`config.mk`:
```
export PLATFORM = sky130hd
export DESIGN_NAME = epwm_mc
export DESIGN_NICKNAME = d
export VERILOG_FILES = /design/src/rtl/epwm_pkg.sv /design/src/rtl/epwm_ch.sv /design/src/rtl/epwm_mc.sv
export SDC_FILE = /design/constraint.sdc
export NUM_CORES = 1
export LEC_CHECK = 0
export CORE_ASPECT_RATIO = 1.2
export CORE_UTILIZATION = 30
export CTS_CLUSTER_DIAMETER = 50
export DETAILED_ROUTE_END_ITERATION = 8
export PLACE_DENSITY = 0.48
export SLEW_MARGIN = 20
export SYNTH_ARGS = -nofsm -noshare
export SYNTH_HDL_FRONTEND = slang
export SYNTH_SLANG_ARGS = --single-unit
```
`constraint.sdc`:
```
create_clock -name clk -period 3.4 [get_ports clk]
set_clock_uncertainty 0.2 [all_clocks]
set_input_delay 0.51 -clock clk [delete_from_list [all_inputs] [get_ports clk]]
set_output_delay 0.51 -clock clk [all_outputs]
set_load 0.03 [all_outputs]
```
`src/rtl/epwm_pkg.sv`:
```
// Shared types and default sizing for the multi-channel pulse generator.
package epwm_pkg;

    localparam int unsigned DefaultWidth    = 4;
    localparam int unsigned DefaultChannels = 4;

    typedef enum logic [1:0] {
        StIdle  = 2'd0,
        StDelay = 2'd1,
        StHigh  = 2'd2
    } ch_state_e;

endpackage

```
`src/rtl/epwm_ch.sv`:
```
// One pulse channel: shadow/active timing registers and IDLE/DELAY/HIGH sequencer.
module epwm_ch
    import epwm_pkg::*;
#(
    parameter int unsigned WIDTH = DefaultWidth
) (
    input  logic             clk,
    input  logic             reset,
    input  logic             en,
    input  logic             one_shot,
    input  logic             start,
    input  logic             wr,
    input  logic [WIDTH-1:0] d_in,
    input  logic [WIDTH-1:0] w_in,
    output logic             pulse,
    output logic             period_end,
    output logic             busy
);

    localparam logic [WIDTH-1:0] One = WIDTH'(1);

    logic [WIDTH-1:0] d_sh_q, w_sh_q;
    logic [WIDTH-1:0] d_act_q, w_act_q;
    logic [WIDTH-1:0] cnt_q;
    ch_state_e        state_q;
    logic             pulse_q, period_end_q, busy_q;

    logic delay_done, high_done, period_last, idle_start, begin_period, zero_start;

    assign delay_done   = (state_q == StDelay) && (cnt_q == d_act_q - One);
    assign high_done    = (state_q == StHigh) && (cnt_q == w_act_q - One);
    // A zero-width period ends with the delay phase.
    assign period_last  = high_done || (delay_done && (w_act_q == '0));
    assign idle_start   = (state_q == StIdle) && start;
    // Continuous channels roll straight into the next period; one_shot is only looked at here.
    assign begin_period = idle_start || (period_last && !one_shot);
    // An empty period started from idle never leaves idle but still owes its end strobe.
    assign zero_start   = idle_start && (d_sh_q == '0) && (w_sh_q == '0);

    // Shadow registers take configuration writes; kept while disabled.
    always_ff @(posedge clk or negedge reset) begin
        if (!reset) begin
            d_sh_q <= '0;
            w_sh_q <= '0;
        end else if (wr) begin
            d_sh_q <= d_in;
            w_sh_q <= w_in;
        end
    end

    // Channel sequencer; outputs are registered copies of the previous cycle's state.
    always_ff @(posedge clk or negedge reset) begin
        if (!reset) begin
            state_q      <= StIdle;
            cnt_q        <= '0;
            d_act_q      <= '0;
            w_act_q      <= '0;
            pulse_q      <= 1'b0;
            period_end_q <= 1'b0;
            busy_q       <= 1'b0;
        end else if (!en) begin
            state_q      <= StIdle;
            cnt_q        <= '0;
            pulse_q      <= 1'b0;
            period_end_q <= 1'b0;
            busy_q       <= 1'b0;
        end else begin
            pulse_q      <= (state_q == StHigh);
            busy_q       <= (state_q != StIdle);
            period_end_q <= period_last || zero_start;
            if (begin_period) begin
                // Active copies pre-write shadow, so a same-cycle load lands next period.
                d_act_q <= d_sh_q;
                w_act_q <= w_sh_q;
                cnt_q   <= '0;
                if (d_sh_q != '0) begin
                    state_q <= StDelay;
                end else if (w_sh_q != '0) begin
                    state_q <= StHigh;
                end else begin
                    state_q <= StIdle;
                end
            end else if (period_last) begin
                state_q <= StIdle;
                cnt_q   <= '0;
            end else if (delay_done) begin
                state_q <= StHigh;
                cnt_q   <= '0;
            end else if (state_q != StIdle) begin
                cnt_q <= cnt_q + One;
            end
        end
    end

    assign pulse      = pulse_q;
    assign period_end = period_end_q;
    assign busy       = busy_q;

endmodule

```
`src/rtl/epwm_mc.sv`:
```
// Multi-channel pulse generator: configuration write decode plus one epwm_ch per channel.
module epwm_mc
    import epwm_pkg::*;
#(
    parameter int unsigned WIDTH    = DefaultWidth,
    parameter int unsigned CHANNELS = DefaultChannels,
    localparam int unsigned SelW    = (CHANNELS > 1) ? $clog2(CHANNELS) : 1
) (
    input  logic                clk,
    input  logic                reset,
    input  logic                en,
    input  logic [CHANNELS-1:0] one_shot,
    input  logic [CHANNELS-1:0] start,
    input  logic                load,
    input  logic [SelW-1:0]     ch_sel,
    input  logic [WIDTH-1:0]    d_in,
    input  logic [WIDTH-1:0]    w_in,
    output logic [CHANNELS-1:0] pulse,
    output logic [CHANNELS-1:0] period_end,
    output logic [CHANNELS-1:0] busy
);

    logic [CHANNELS-1:0] wr;

    for (genvar i = 0; i < CHANNELS; i++) begin : g_ch
        // Selects beyond the last channel match nothing and are dropped.
        assign wr[i] = load && (32'(ch_sel) == i);

        epwm_ch #(
            .WIDTH(WIDTH)
        ) u_ch (
            .clk       (clk),
            .reset     (reset),
            .en        (en),
            .one_shot  (one_shot[i]),
            .start     (start[i]),
            .wr        (wr[i]),
            .d_in      (d_in),
            .w_in      (w_in),
            .pulse     (pulse[i]),
            .period_end(period_end[i]),
            .busy      (busy[i])
        );
    end

endmodule

```
# == After elaboration in Yosys (flattened, before gate mapping) ==
# Index checks and enable logic that the tools add are counted.
# classes
bitwise_logic,0
multipliers,0
div,0
n_eq_ne,27
mux,56
magnitude_cmp,0
reduce_logical,81
n_shift,0
n_addsub,12
# op_table
op,count
4-bit two-way mux,20
4-bit logical NOT,12
2-bit two-way mux,24
4-bit equality test,8
1-bit logical AND,32
4-bit nonzero test,8
4-bit by 1-bit subtractor with 4-bit output (second input constant),8
5-bit by 1-bit != test with 1-bit output (second input constant),4
4-bit by 1-bit adder with 4-bit output (second input constant),4
4-bit by 1-bit != test with 1-bit output (second input constant),4
2-bit equality test (second input constant),6
1-bit logical OR,12
1-bit two-way mux,12
2-bit by 1-bit equality test with 1-bit output (second input constant),5
2-bit logical NOT,5
2-bit AND reduction,4
2-bit nonzero test,4
1-bit logical NOT,4
# totals
ram_bits,0
input_bits,22
elab_cells,212
romBits,0
regBits,100
latch_bits,0
output_inout_bits,12
n_memories,0

# == Longest topological paths before layout ==
# Gate-level depths: netlist of the first run.
# logic_depth
ltp_word,9
ltp_mapped,9
mapped_depth_nobuf,7

# == By module ==
# A second synthesis of the first run with hierarchy kept.
# unflattened
hier_cells,427
hier_area_um2,5232.5
# by_module_without_submodules
module,seq_area_each_um2,cells_per_inst,instances,area_each_um2
epwm_ch (g_ch[0].u_ch ...),625.6,107,3,1305.0
epwm_ch (g_ch[1].u_ch),625.6,102,1,1280.0
epwm_mc,0.0,4,1,37.5

# == Worst setup path after synthesis of the first run ==
# Ideal clock, no wire load.
# synth_timing
path_type,register to register
start,register g_ch[1].u_ch.d_act_q[0]
end,register g_ch[1].u_ch.d_act_q[0]
setup_time_ns,0.125
slack_ns,0.807
period_less_slack_ns,2.593
required_ns,3.075
n_path_buf,1
path_stages_with_launch,9
t_arrival_ns,2.268
path_cell_list,dfrtp_1 -> inv_1 -> ha_1 -> xnor2_1 -> or4_4 -> nor4_2 -> a211o_1 -> buf_4 -> mux2_2
# synth_via
elab_chain_len,8
# synth_lines
item,line,text
from (decl),epwm_ch.sv:23,"logic [WIDTH-1:0] d_act_q, w_act_q;"
from (signal assigned),epwm_ch.sv:73,d_act_q <= d_sh_q;
4-bit by 1-bit subtractor with 4-bit output,epwm_ch.sv:30,assign delay_done = (state_q == StDelay) && (cnt_q == d_act_q - One);
4-bit equality test,epwm_ch.sv:30,
1-bit logical AND,epwm_ch.sv:30,
1-bit logical AND,epwm_ch.sv:33,assign period_last = high_done || (delay_done && (w_act_q == '0));
1-bit logical OR,epwm_ch.sv:33,
1-bit logical AND,epwm_ch.sv:36,assign begin_period = idle_start || (period_last && !one_shot);
1-bit logical OR,epwm_ch.sv:36,
2-bit AND reduction (no line),--,
# No other way between the ends.
# A chain may end at the register's enable or synchronous reset.

# == Worst setup path after layout of the first run ==
# layout_timing
start,register g_ch[1].u_ch.d_act_q[0]
end,register g_ch[1].u_ch.w_act_q[1]
# layout_via
elab_chain_len,8
# layout_lines
item,line,text
4-bit by 1-bit subtractor with 4-bit output,epwm_ch.sv:30,
4-bit equality test,epwm_ch.sv:30,
1-bit logical AND,epwm_ch.sv:30,
1-bit logical AND,epwm_ch.sv:33,
1-bit logical OR,epwm_ch.sv:33,
1-bit logical AND,epwm_ch.sv:36,
1-bit logical OR,epwm_ch.sv:36,
2-bit AND reduction (no line),--,
to (signal assigned),epwm_ch.sv:74,w_act_q <= w_sh_q;
to (decl),epwm_ch.sv:23,
# No other way between the ends.

==> impl_metrics.py, run 1 <==
metrics = {
    "status": {
        "status": "finished, final reports clean",
    },
    "die": {
        "fp.dieW_um": 126,
        "die_h_um": 150,
        "core-area_um2": 17800,
        "rows": 53,
        "start_util_pct": 31.0,
        "num_io_pins": 34,
        "fp.dieArea_um2": 18900,
    },
    "timing": {
        "setup_viol": 0,
        "rsz0062_at_grt": "false",
        "fmax_mhz": 350,
        "finalHoldViolations": 0,
        "finalSetupTns_ps": 0,
        "relSlewSlack_pct": 39.9,
        "tightest_slew_ps": 893,
        "fin_crit_ps": 2860,
        "min_period_over_period_pct": 84.1,
        "drv_slew": 0,
    },
    "critical_path": {
        "critPathTopFamily": "simple AND/OR/NAND/NOR gates",
        "cp-end-kind": "register",
        "r2r_cells": 7,
        "arrival_ps": 2900,
        "cp_num_buf_inv": 1,
        "cp-start-kind": "register",
        "cp_max_fo": 9,
        "critPathKind": "reg2reg",
        "r2r-end": "g_ch[1].u_ch.w_act_q[1]",
        "crit_chain": "inv_1, ha_1, xnor2_1, or4_4, nor4_2, a211o_1, mux2_2",
        "slowest_stage": "or4_4",
        "cp.required_ps": 3440,
        "timing.rr.start": "g_ch[1].u_ch.d_act_q[0]",
        "slowest_delay_ps": 490,
        "r2r_setup_slack_ps": 540,
    },
    "power_and_ir_drop": {
        "pwr-share-comb_pct": 29.1,
        "power.total_mw": 3.87,
        "p_sw_mw": 1.31,
        "cell_internal_pwr_mw": 2.55,
        "switching_share_pct": 34.0,
        "ir_drop_mv": 0.338,
        "power_density_nw_per_um2": 617,
        "pwr-share-clk_pct": 26.3,
        "p_leak_nw": 2.66,
        "p_seq_share_pct": 44.6,
    },
    "synthesis": {
        "synth_area_leaders": "dfrtp_1, mux2_2, xnor2_1, xor2_1, and3_1",
        "yosysWarnings": 0,
        "netlist_area_um2": 5510,
        "seq_area_frac_synth_pct": 45.4,
        "synth_cell_types": 48,
        "yosysTopAreaCellShare_pct": 45.4,
        "synth-seq-cells": 100,
        "synthCells": 524,
        "yosys.area.top_type": "dfrtp_1",
        "syn-num-nets": 558,
        "synth_area_per_cell_um2": 10.5,
    },
    "global_routing": {
        "gr-total-overflow": 0,
        "grt_usage_pct": 14.8,
        "grt_max_degree": 67,
        "grt_pass1_vias": 4330,
        "grt_pass1_wl_um": 21900,
        "antenna_found_initial": 0,
    },
    "placement": {
        "place_hpwl_um": 9090,
        "placed_cells": 750,
        "portBuffers": 33,
        "gp_congestion": 0.786,
    },
    "route": {
        "viasPerCell": 5.32,
        "final_antenna_net_count": 0,
        "drt_wl_total_um": 13100,
        "vias": 4078,
        "routedWlPerCell_um": 17.1,
        "drt_iter0_drc": 236,
        "drc": 0,
        "dr.pass1.iters": 4,
    },
    "finish": {
        "multiInputGateArea_um2": 2750,
        "nFillCells": 1780,
        "nets": 575,
        "final_common_cell": "dfrtp_1",
        "syn_to_final_growth_pct": 13.7,
        "antenna-diode-count": 0,
        "drive_gt1_share_pct": 13.9,
        "layout_common_cells": "dfrtp_1, mux2_2, nor2_1",
        "final_cells": 766,
        "seq_area_um2": 2500,
    },
    "clock_tree": {
        "post-cts-setup-buffers": 0,
        "clock-sinks": 100,
        "clkLatencyLatePin_ps": 350,
        "clk_path_buf_depth": 2,
        "htreeDepth": 3,
        "cts_tree": "done",
        "cts_made_buffers": 9,
        "clock-root-buffer": "clkbuf_16",
        "cts_resized": 0,
        "holdBufCountCts": 0,
        "clk_pin_slew_ps": 70,
    },
    "run": {
        "cap_violations": 0,
    },
    "hold_path": {
        "hp-class": "in2async",
    },
}
-- state kept, by name, indices dropped and copies added (netlist names), 8 cells and up --
name / flops
g_ch.u_ch.d_sh_q: 16
g_ch.u_ch.d_act_q: 16
g_ch.u_ch.w_act_q: 16
g_ch.u_ch.state_q: 8
g_ch.u_ch.cnt_q: 16
g_ch.u_ch.w_sh_q: 16
-- routing by layer --
layer | GRT usage, % | wire (um) | vias to the layer above | part of all wire, %
met2 | 26.0 | 6570 | 68 | 50
met1 | 17.9 | 5880 | 2048 | 45
met5 | 0 | 0 | - | 0
li1 | - | - | 1943 | -
met3 | 2.45 | 369 | 19 | 2.8
met4 | 6.22 | 247 | 0 | 1.9
-- power by group through the flow --
| stage | sequential, mW | clock, mW | combinational, mW |
|---|---|---|---|
| after floorplan | 1.66 | 0 | 0.936 |
| after global placement | 1.75 | 0 | 1.11 |
| after detailed placement | 1.75 | 0 | 1.13 |
| after CTS | 1.73 | 1.04 | 1.14 |
| after global routing | 1.77 | 1.08 | 1.27 |
| final | 1.72 | 1.02 | 1.12 |
-- cell families after synthesis --
group                      count (synthesis)  share of synthesized area (%)
AOI/OAI and AO/OA                         71                           9.20
xor gates and xnor gates                  53                           9.22
adders and majority gates                 12                           2.73
buffers and inverters                     55                           4.72
DFF                                      100                           45.4
muxes                                     48                           9.81
and+or+nand+nor                          185                           18.9
-- cells in the mapped netlist, drive strengths merged --
library cell	instances
nand3	31
clkbuf	15
o2bb2ai	2
nor3b	4
nand4	10
and3	30
or4	13
a21oi	9
o21ai	13
o31a	1
o211ai	18
clkinv	1
inv	21
nand4b	2
buf	18
xor2	22
and2	4
nand2	14
mux2	48
xnor2	28
a211oi	10
a31oi	2
nor3	15
nor2	36
dfrtp	100
nand2b	3
or3	5
nand3b	2
and4	3
o221ai	1
a311oi	8
and3b	1
a211o	2
o221a	3
o2111ai	2
ha	12
xor3	2
xnor3	1
or3b	1
nor2b	1
nor4	10
-- worst max path at each step --
stage                                       start                      end  slack (ps)  cells past startpoint
after floorplan           g_ch[1].u_ch.d_act_q[0]  g_ch[1].u_ch.d_act_q[0]         810                      8
after global placement    g_ch[1].u_ch.d_act_q[0]  g_ch[1].u_ch.d_act_q[2]         590                      7
after detailed placement  g_ch[1].u_ch.d_act_q[0]  g_ch[1].u_ch.d_act_q[2]         540                      7
after CTS                 g_ch[1].u_ch.d_act_q[0]  g_ch[1].u_ch.w_act_q[1]         520                      7
after global routing      g_ch[1].u_ch.d_act_q[0]  g_ch[1].u_ch.w_act_q[1]         390                      7
final                     g_ch[1].u_ch.d_act_q[0]  g_ch[1].u_ch.w_act_q[1]         540                      7
-- worst reg2reg max path: stages (launching register included) --
cell and delay (ps):
dfrtp_1 400, inv_1 70, ha_1 300, xnor2_1 120, or4_4 490, nor4_2 380, a211o_1 410, mux2_2 380
-- layout make-up --
cell class	instances	share of cell area (%)
clock inverters	6	0.859
clock buffers	10	3.66
inverters	22	1.32
well taps	220	4.40
flip-flops and latches	100	40.0
repair buffers	39	5.95
multi-input cells	369	43.9
-- stage by stage --
| step | worst slack [ps] | hold WS, ps | util, % | cell area [um2] |
|---|---|---|---|---|
| detailed placement | 541 | 319 | 33.6 | 5980 |
| finish | 539 | 66.2 | 35.2 | 6260 |
| global placement | 595 | 312 | 33.6 | 5980 |
| floorplan | 807 | 14.4 | - | 5510 |
| global route | 390 | 140 | 35.2 | 6260 |
| CTS | 520 | 105 | 35.2 | 6260 |
Power figures use the tool's default switching activity.
==> run 2, diff against run 1 <==
--- a/config.mk
+++ b/config.mk
@@ -9,7 +9,7 @@
 export CORE_UTILIZATION = 30
 export CTS_CLUSTER_DIAMETER = 50
 export DETAILED_ROUTE_END_ITERATION = 8
-export PLACE_DENSITY = 0.48
+export PLACE_DENSITY = 0.5
 export SLEW_MARGIN = 20
 export SYNTH_ARGS = -nofsm -noshare
 export SYNTH_HDL_FRONTEND = slang
==> constraint.sdc (replaced) <==
create_clock -name clk -period 2.4 [get_ports clk]
set_clock_uncertainty 0.2 [all_clocks]
set_input_delay 0.36 -clock clk [delete_from_list [all_inputs] [get_ports clk]]
set_output_delay 0.36 -clock clk [all_outputs]
set_load 0.03 [all_outputs]
==> run 2 against run 1 <==
The run now ends with setup timing left. Clock-buffer cell count increased by 1. Die area unchanged. Fmax increased by 16%. Clock power increased by 40%. Via count increased by 6.3%. Final area increased by 10%. Critical path type unchanged. Critical endpoint is now g_ch[1].u_ch.w_act_q[0].
==> impl_metrics.py, run 2 (same netlist as run 1, synthesis figures left out) <==
metrics = {
    "run": {
        "cap_violations": 0,
    },
    "critical_path": {
        "r2r-end": "g_ch[1].u_ch.w_act_q[0]",
        "timing.rr.start": "g_ch[1].u_ch.d_act_q[0]",
        "cp-end-kind": "register",
        "critPathTopFamily": "simple AND/OR/NAND/NOR gates",
        "cp_max_fo": 4,
        "arrival_ps": 2500,
        "slowest_delay_ps": 500,
        "cp-start-kind": "register",
        "r2r_cells": 8,
        "cp_num_buf_inv": 2,
        "r2r_setup_slack_ps": -60,
        "crit_chain": "inv_1, ha_1, xnor2_1, or4_4, nor4_4, a211o_1, buf_4, mux2_2",
        "cp.required_ps": 2440,
        "slowest_stage": "or4_4",
        "critPathKind": "reg2reg",
    },
    "placement": {
        "place_ws_ps": -52.3,
        "gp_congestion": 0.844,
        "placed_cells": 796,
        "place_hpwl_um": 9920,
        "portBuffers": 33,
    },
    "status": {
        "status": "finished with violations",
        "violations": "setup timing",
    },
    "clock_tree": {
        "clk_pin_slew_ps": 70,
        "htreeDepth": 3,
        "clock-sinks": 100,
        "cts_made_buffers": 9,
        "clk_path_buf_depth": 2,
        "clock-root-buffer": "clkbuf_16",
        "cts_tree": "done",
        "clkLatencyLatePin_ps": 350,
    },
    "finish": {
        "final_common_cell": "dfrtp_1",
        "final_cells": 821,
        "syn_to_final_growth_pct": 25.1,
        "drive_gt1_share_pct": 24.3,
        "antenna-diode-count": 0,
        "nets": 630,
        "layout_common_cells": "dfrtp_1, buf_4, nor2_1, mux2_2, clkdlybuf4s50_1",
    },
    "power_and_ir_drop": {
        "ir_drop_mv": 0.387,
        "power_density_nw_per_um2": 862,
        "p_leak_nw": 2.99,
    },
    "route": {
        "viasPerCell": 5.28,
        "dr.pass1.iters": 4,
        "routedWlPerCell_um": 17.1,
        "drc": 0,
        "vias": 4336,
        "drt_iter0_drc": 199,
        "drt_wl_total_um": 14000,
        "final_antenna_net_count": 0,
    },
    "global_routing": {
        "grt_pass1_wl_um": 22900,
        "grt_usage_pct": 15.6,
        "grt_pass1_vias": 4485,
        "gr-total-overflow": 0,
        "antenna_found_initial": 0,
        "grt_max_degree": 42,
    },
    "timing": {
        "whs_ps": 305,
        "relSlewSlack_pct": 66.1,
        "fin_crit_ps": 2460,
        "drv_slew": 0,
        "setup_viol": 8,
        "finalHoldViolations": 0,
        "finalSetupTns_ps": -279,
        "min_period_over_period_pct": 102,
        "fin_ws_ps": -57.4,
        "tightest_slew_ps": 507,
        "fmax_mhz": 407,
        "rsz0062_at_grt": "true",
    },
    "die": {
        "start_util_pct": 31.0,
        "fp.dieW_um": 126,
        "die_h_um": 150,
        "num_io_pins": 34,
        "core-area_um2": 17800,
        "fp.dieArea_um2": 18900,
        "rows": 53,
    },
    "hold_path": {
        "hp-class": "in2async",
    },
}
[run 2: cell count changes in the layout (fill, tap and decap cells not counted), moves of 6 or more]
cell	before	now
inv_1	21	15
mux2_4	0	12
inv_2	0	6
buf_4	7	55
mux2_2	48	36
[run 2: worst reg2reg max path: cells and delay by family (launching register included)]
family          cells  cell delay, ps
flops               1             350
compound gates      1             190
simple gates        2             670
mux                 1             330
buf+inv             2             190
fa+ha+maj           1             290
xor+xnor            1             130
[run 2: what timing repair did]
action                     CTS  global route
hold endpoints to repair    33             0
buffers inserted             1             6
pin swaps                    2            10
hold buffers                 1             0
setup endpoints to repair   17            36
gates cloned                 0             2
resized for setup            0            27
[run 2: how the worst max path moves through the flow]
| stage | from | depth (start not counted) | to | slack (ps) |
|---|---|---|---|---|
| 2_1_floorplan | g_ch[1].u_ch.d_act_q[0] | 8 | g_ch[1].u_ch.d_act_q[0] | -30 |
| 3_3_place_gp | g_ch[1].u_ch.d_act_q[0] | 8 | g_ch[1].u_ch.d_act_q[0] | -20 |
| 3_5_place_dp | en | 7 | g_ch[2].u_ch.d_act_q[3] | -50 |
| 4_1_cts | g_ch[1].u_ch.d_act_q[0] | 8 | g_ch[1].u_ch.d_act_q[1] | -60 |
| 5_1_grt | g_ch[1].u_ch.d_act_q[0] | 8 | g_ch[1].u_ch.w_act_q[1] | -170 |
| 6_report | g_ch[1].u_ch.d_act_q[0] | 8 | g_ch[1].u_ch.w_act_q[0] | -60 |
[run 2: report_power, final]
part	internal [mW]	total (mW)	switching (mW)
logic	1.16	2.10	0.939
clock network	0.748	1.43	0.686
registers	2.05	2.41	0.368
[run 2: per-stage QoR]
| stage | power [mW] | util, % | cell area (um2) |
|---|---|---|---|
| after CTS | 5.83 | 37.7 | 6700 |
| after global placement | 4.31 | 36.0 | 6390 |
| after global routing | 6.31 | 38.8 | 6890 |
| final | 5.94 | 38.8 | 6890 |
| after detailed placement | 4.36 | 36.0 | 6390 |
| after floorplan | 3.71 | - | 5550 |
[run 2: layout make-up]
| type | count | area (um2) |
|---|---|---|
| timing repair buffer | 94 | 865 |
| inverter | 22 | 82.6 |
| clock inverter | 5 | 45.0 |
| clock buffer | 11 | 243 |
| tap | 220 | 275 |
| sequential | 100 | 2500 |
| fill | 1748 | 10900 |
| multi-input combinational | 369 | 2880 |
[run 2: per-layer routing]
| metal | share of wire, % | vias to the layer above | global-route usage [%] |
|---|---|---|---|
| met3 | 2.5 | 24 | 2.45 |
| li1 | - | 2061 | - |
| met4 | 2.5 | 0 | 7.38 |
| met1 | 45 | 2177 | 19.0 |
| met2 | 50 | 74 | 26.9 |
| met5 | 0 | - | 0 |
==> run 3, diff against run 2 <==
--- a/config.mk
+++ b/config.mk
@@ -6,10 +6,10 @@
 export NUM_CORES = 1
 export LEC_CHECK = 0
 export CORE_ASPECT_RATIO = 1.2
-export CORE_UTILIZATION = 30
+export CORE_UTILIZATION = 54
 export CTS_CLUSTER_DIAMETER = 50
 export DETAILED_ROUTE_END_ITERATION = 8
-export PLACE_DENSITY = 0.5
+export PLACE_DENSITY = 0.78
 export SLEW_MARGIN = 20
 export SYNTH_ARGS = -nofsm -noshare
 export SYNTH_HDL_FRONTEND = slang
==> run 3 against run 2 <==
The flow still finishes with violations (setup timing). Die area decreased by 44%. Sequential power about the same. Final area decreased by 4.0%. First-iteration DRC count increased by 22%. Routed wire length decreased by 9.2%. Register-to-register slack got worse by 30 ps. Fmax decreased by 1.1%. Total power decreased by 2.4%. Combinational power decreased by 6%. Critical endpoint is now g_ch[1].u_ch.w_act_q[1]. Largest cell class unchanged. Largest power group unchanged. Highest routed layer unchanged.
==> impl_metrics.py, run 3 (same netlist as run 1, synthesis figures left out) <==
metrics = {
    "status": {
        "status": "finished with violations",
        "violations": "setup timing",
    },
    "die": {
        "num_io_pins": 34,
        "die_h_um": 113,
        "fp.dieW_um": 94.2,
        "start_util_pct": 55.3,
        "rows": 40,
        "fp.dieArea_um2": 10600,
        "core-area_um2": 9960,
    },
    "power_and_ir_drop": {
        "ir_drop_mv": 0.565,
        "power_density_nw_per_um2": 877,
        "power.total_mw": 5.80,
        "p_leak_nw": 2.89,
    },
    "route": {
        "final_antenna_net_count": 0,
        "vias": 4409,
        "routedWlPerCell_um": 17.7,
        "drt_iter0_drc": 242,
        "viasPerCell": 6.13,
        "drc": 0,
        "dr.pass1.iters": 5,
        "drt_wl_total_um": 12700,
    },
    "critical_path": {
        "r2r_cells": 8,
        "cp-start-kind": "register",
        "slowest_stage": "or4_4",
        "cp-end-kind": "register",
        "arrival_ps": 2520,
        "cp.required_ps": 2430,
        "crit_chain": "inv_1, ha_1, xnor2_1, or4_4, nor4_4, a211o_1, buf_4, mux2_2",
        "slowest_delay_ps": 500,
        "r2r-end": "g_ch[1].u_ch.w_act_q[1]",
        "critPathKind": "reg2reg",
        "cp_max_fo": 4,
        "timing.rr.start": "g_ch[1].u_ch.d_act_q[0]",
        "r2r_setup_slack_ps": -80,
    },
    "hold_path": {
        "worstHoldPathCells": 1,
        "hp-class": "reg2reg",
        "holdPathEnd": "g_ch[1].u_ch.d_sh_q[1]",
        "min-delay-start": "g_ch[1].u_ch.d_sh_q[1]",
    },
    "finish": {
        "final_common_cell": "dfrtp_1",
        "post-route-cell-area_um2": 6620,
        "nets": 622,
        "syn_to_final_growth_pct": 20.1,
        "layout_common_cells": "dfrtp_1, mux2_2, buf_4",
        "drive_gt1_share_pct": 22.6,
        "nFillCells": 736,
        "seq_area_um2": 2500,
        "multiInputGateArea_um2": 2810,
        "antenna-diode-count": 0,
        "finalCoreUtilization_pct": 66.4,
    },
    "placement": {
        "placed_area_um2": 6220,
        "gp_congestion": 0.923,
        "place_hpwl_um": 9020,
        "portBuffers": 33,
        "place_ws_ps": -73.0,
    },
    "timing": {
        "min_period_over_period_pct": 104,
        "fin_crit_ps": 2480,
        "drv_slew": 0,
        "setup_viol": 8,
        "relSlewSlack_pct": 62.5,
        "fmax_mhz": 402,
        "finalHoldViolations": 0,
        "fin_ws_ps": -84.9,
        "tightest_slew_ps": 563,
        "rsz0062_at_grt": "true",
    },
    "global_routing": {
        "grt_pass1_wl_um": 21600,
        "grt_pass1_vias": 4454,
        "grt_usage_pct": 26.2,
        "gr-total-overflow": 0,
        "antenna_found_initial": 0,
        "grt_max_degree": 44,
    },
    "clock_tree": {
        "clock-sinks": 100,
        "clock-root-buffer": "clkbuf_16",
        "clk_path_buf_depth": 2,
        "cts_made_buffers": 9,
        "cts_tree": "done",
        "clk_pin_slew_ps": 70,
        "htreeDepth": 3,
        "clkLatencyLatePin_ps": 350,
    },
    "run": {
        "cap_violations": 0,
    },
}
-- run 3: cell types whose count changed in the layout (fill, tap and decap cells not counted), moves of 2 or more --
cell       previous run  this run
or4_1                 9        11
mux2_4               12         0
buf_4                55        48
inv_1                15        17
inv_2                 6         4
mux2_2               36        48
buf_6                 1         3
clkbuf_16            11         9
or4_4                 4         2
-- run 3: final cells by class --
type,count,area share (%)
Inverter,22,1.25
Timing Repair Buffer,86,11.6
Tap cell,126,2.38
Clock buffer,10,3.61
Clock inverter,6,0.832
Multi-Input combinational cell,369,42.5
Sequential cell,100,37.8
-- run 3: layer usage --
| metal | share of wire (%) | vias to the layer above | global-route usage (%) |
|---|---|---|---|
| met5 | 0 | - | 0 |
| met4 | 3.0 | 0 | 12.3 |
| met3 | 4.3 | 33 | 2.91 |
| met2 | 51 | 140 | 42.8 |
| met1 | 42 | 2192 | 34.7 |
| li1 | - | 2044 | - |
-- run 3: where the power goes --
part           internal (mW)  switching, mW
clock                  0.752          0.680
sequential              2.05          0.348
combinational           1.05          0.928
total                   3.85           1.96
-- run 3: worst max path at each step --
stage / slack [ps] / endpoint / from
2_1_floorplan: -30 / g_ch[1].u_ch.d_act_q[0] / g_ch[1].u_ch.d_act_q[0]
4_1_cts: -50 / g_ch[1].u_ch.w_act_q[1] / g_ch[1].u_ch.d_act_q[0]
3_3_place_gp: -40 / g_ch[1].u_ch.d_act_q[1] / en
6_report: -80 / g_ch[1].u_ch.w_act_q[1] / g_ch[1].u_ch.d_act_q[0]
3_5_place_dp: -70 / g_ch[1].u_ch.d_act_q[1] / en
5_1_grt: -160 / g_ch[1].u_ch.w_act_q[1] / g_ch[1].u_ch.d_act_q[0]
-- run 3: critical path, delay by kind of cell (launching register included) --
family          cells  cell delay (ps)
buf+inv             2              190
fa+ha+maj           1              300
simple gates        2              670
compound gates      1              180
xor+xnor            1              130
flops               1              360
mux                 1              340
-- run 3: timing repair --
| item | CTS | global route |
|---|---|---|
| endpoints found under the hold margin | 39 | 0 |
| resized for setup | 3 | 10 |
| setup endpoints to repair | 22 | 40 |
| hold buffers | 1 | 0 |
| pin swaps | 4 | 12 |
| cloned | 1 | 0 |
| setup buffers | 4 | 2 |
-- run 3: stage by stage --
stage                     TNS (ps)  cells  hold WS, ps
after floorplan               -255    524         -136
after global placement        -340    697          184
after detailed placement      -863    697          188
after CTS                     -349    719          329
after global routing         -1690    719          342
final                         -613    719          325
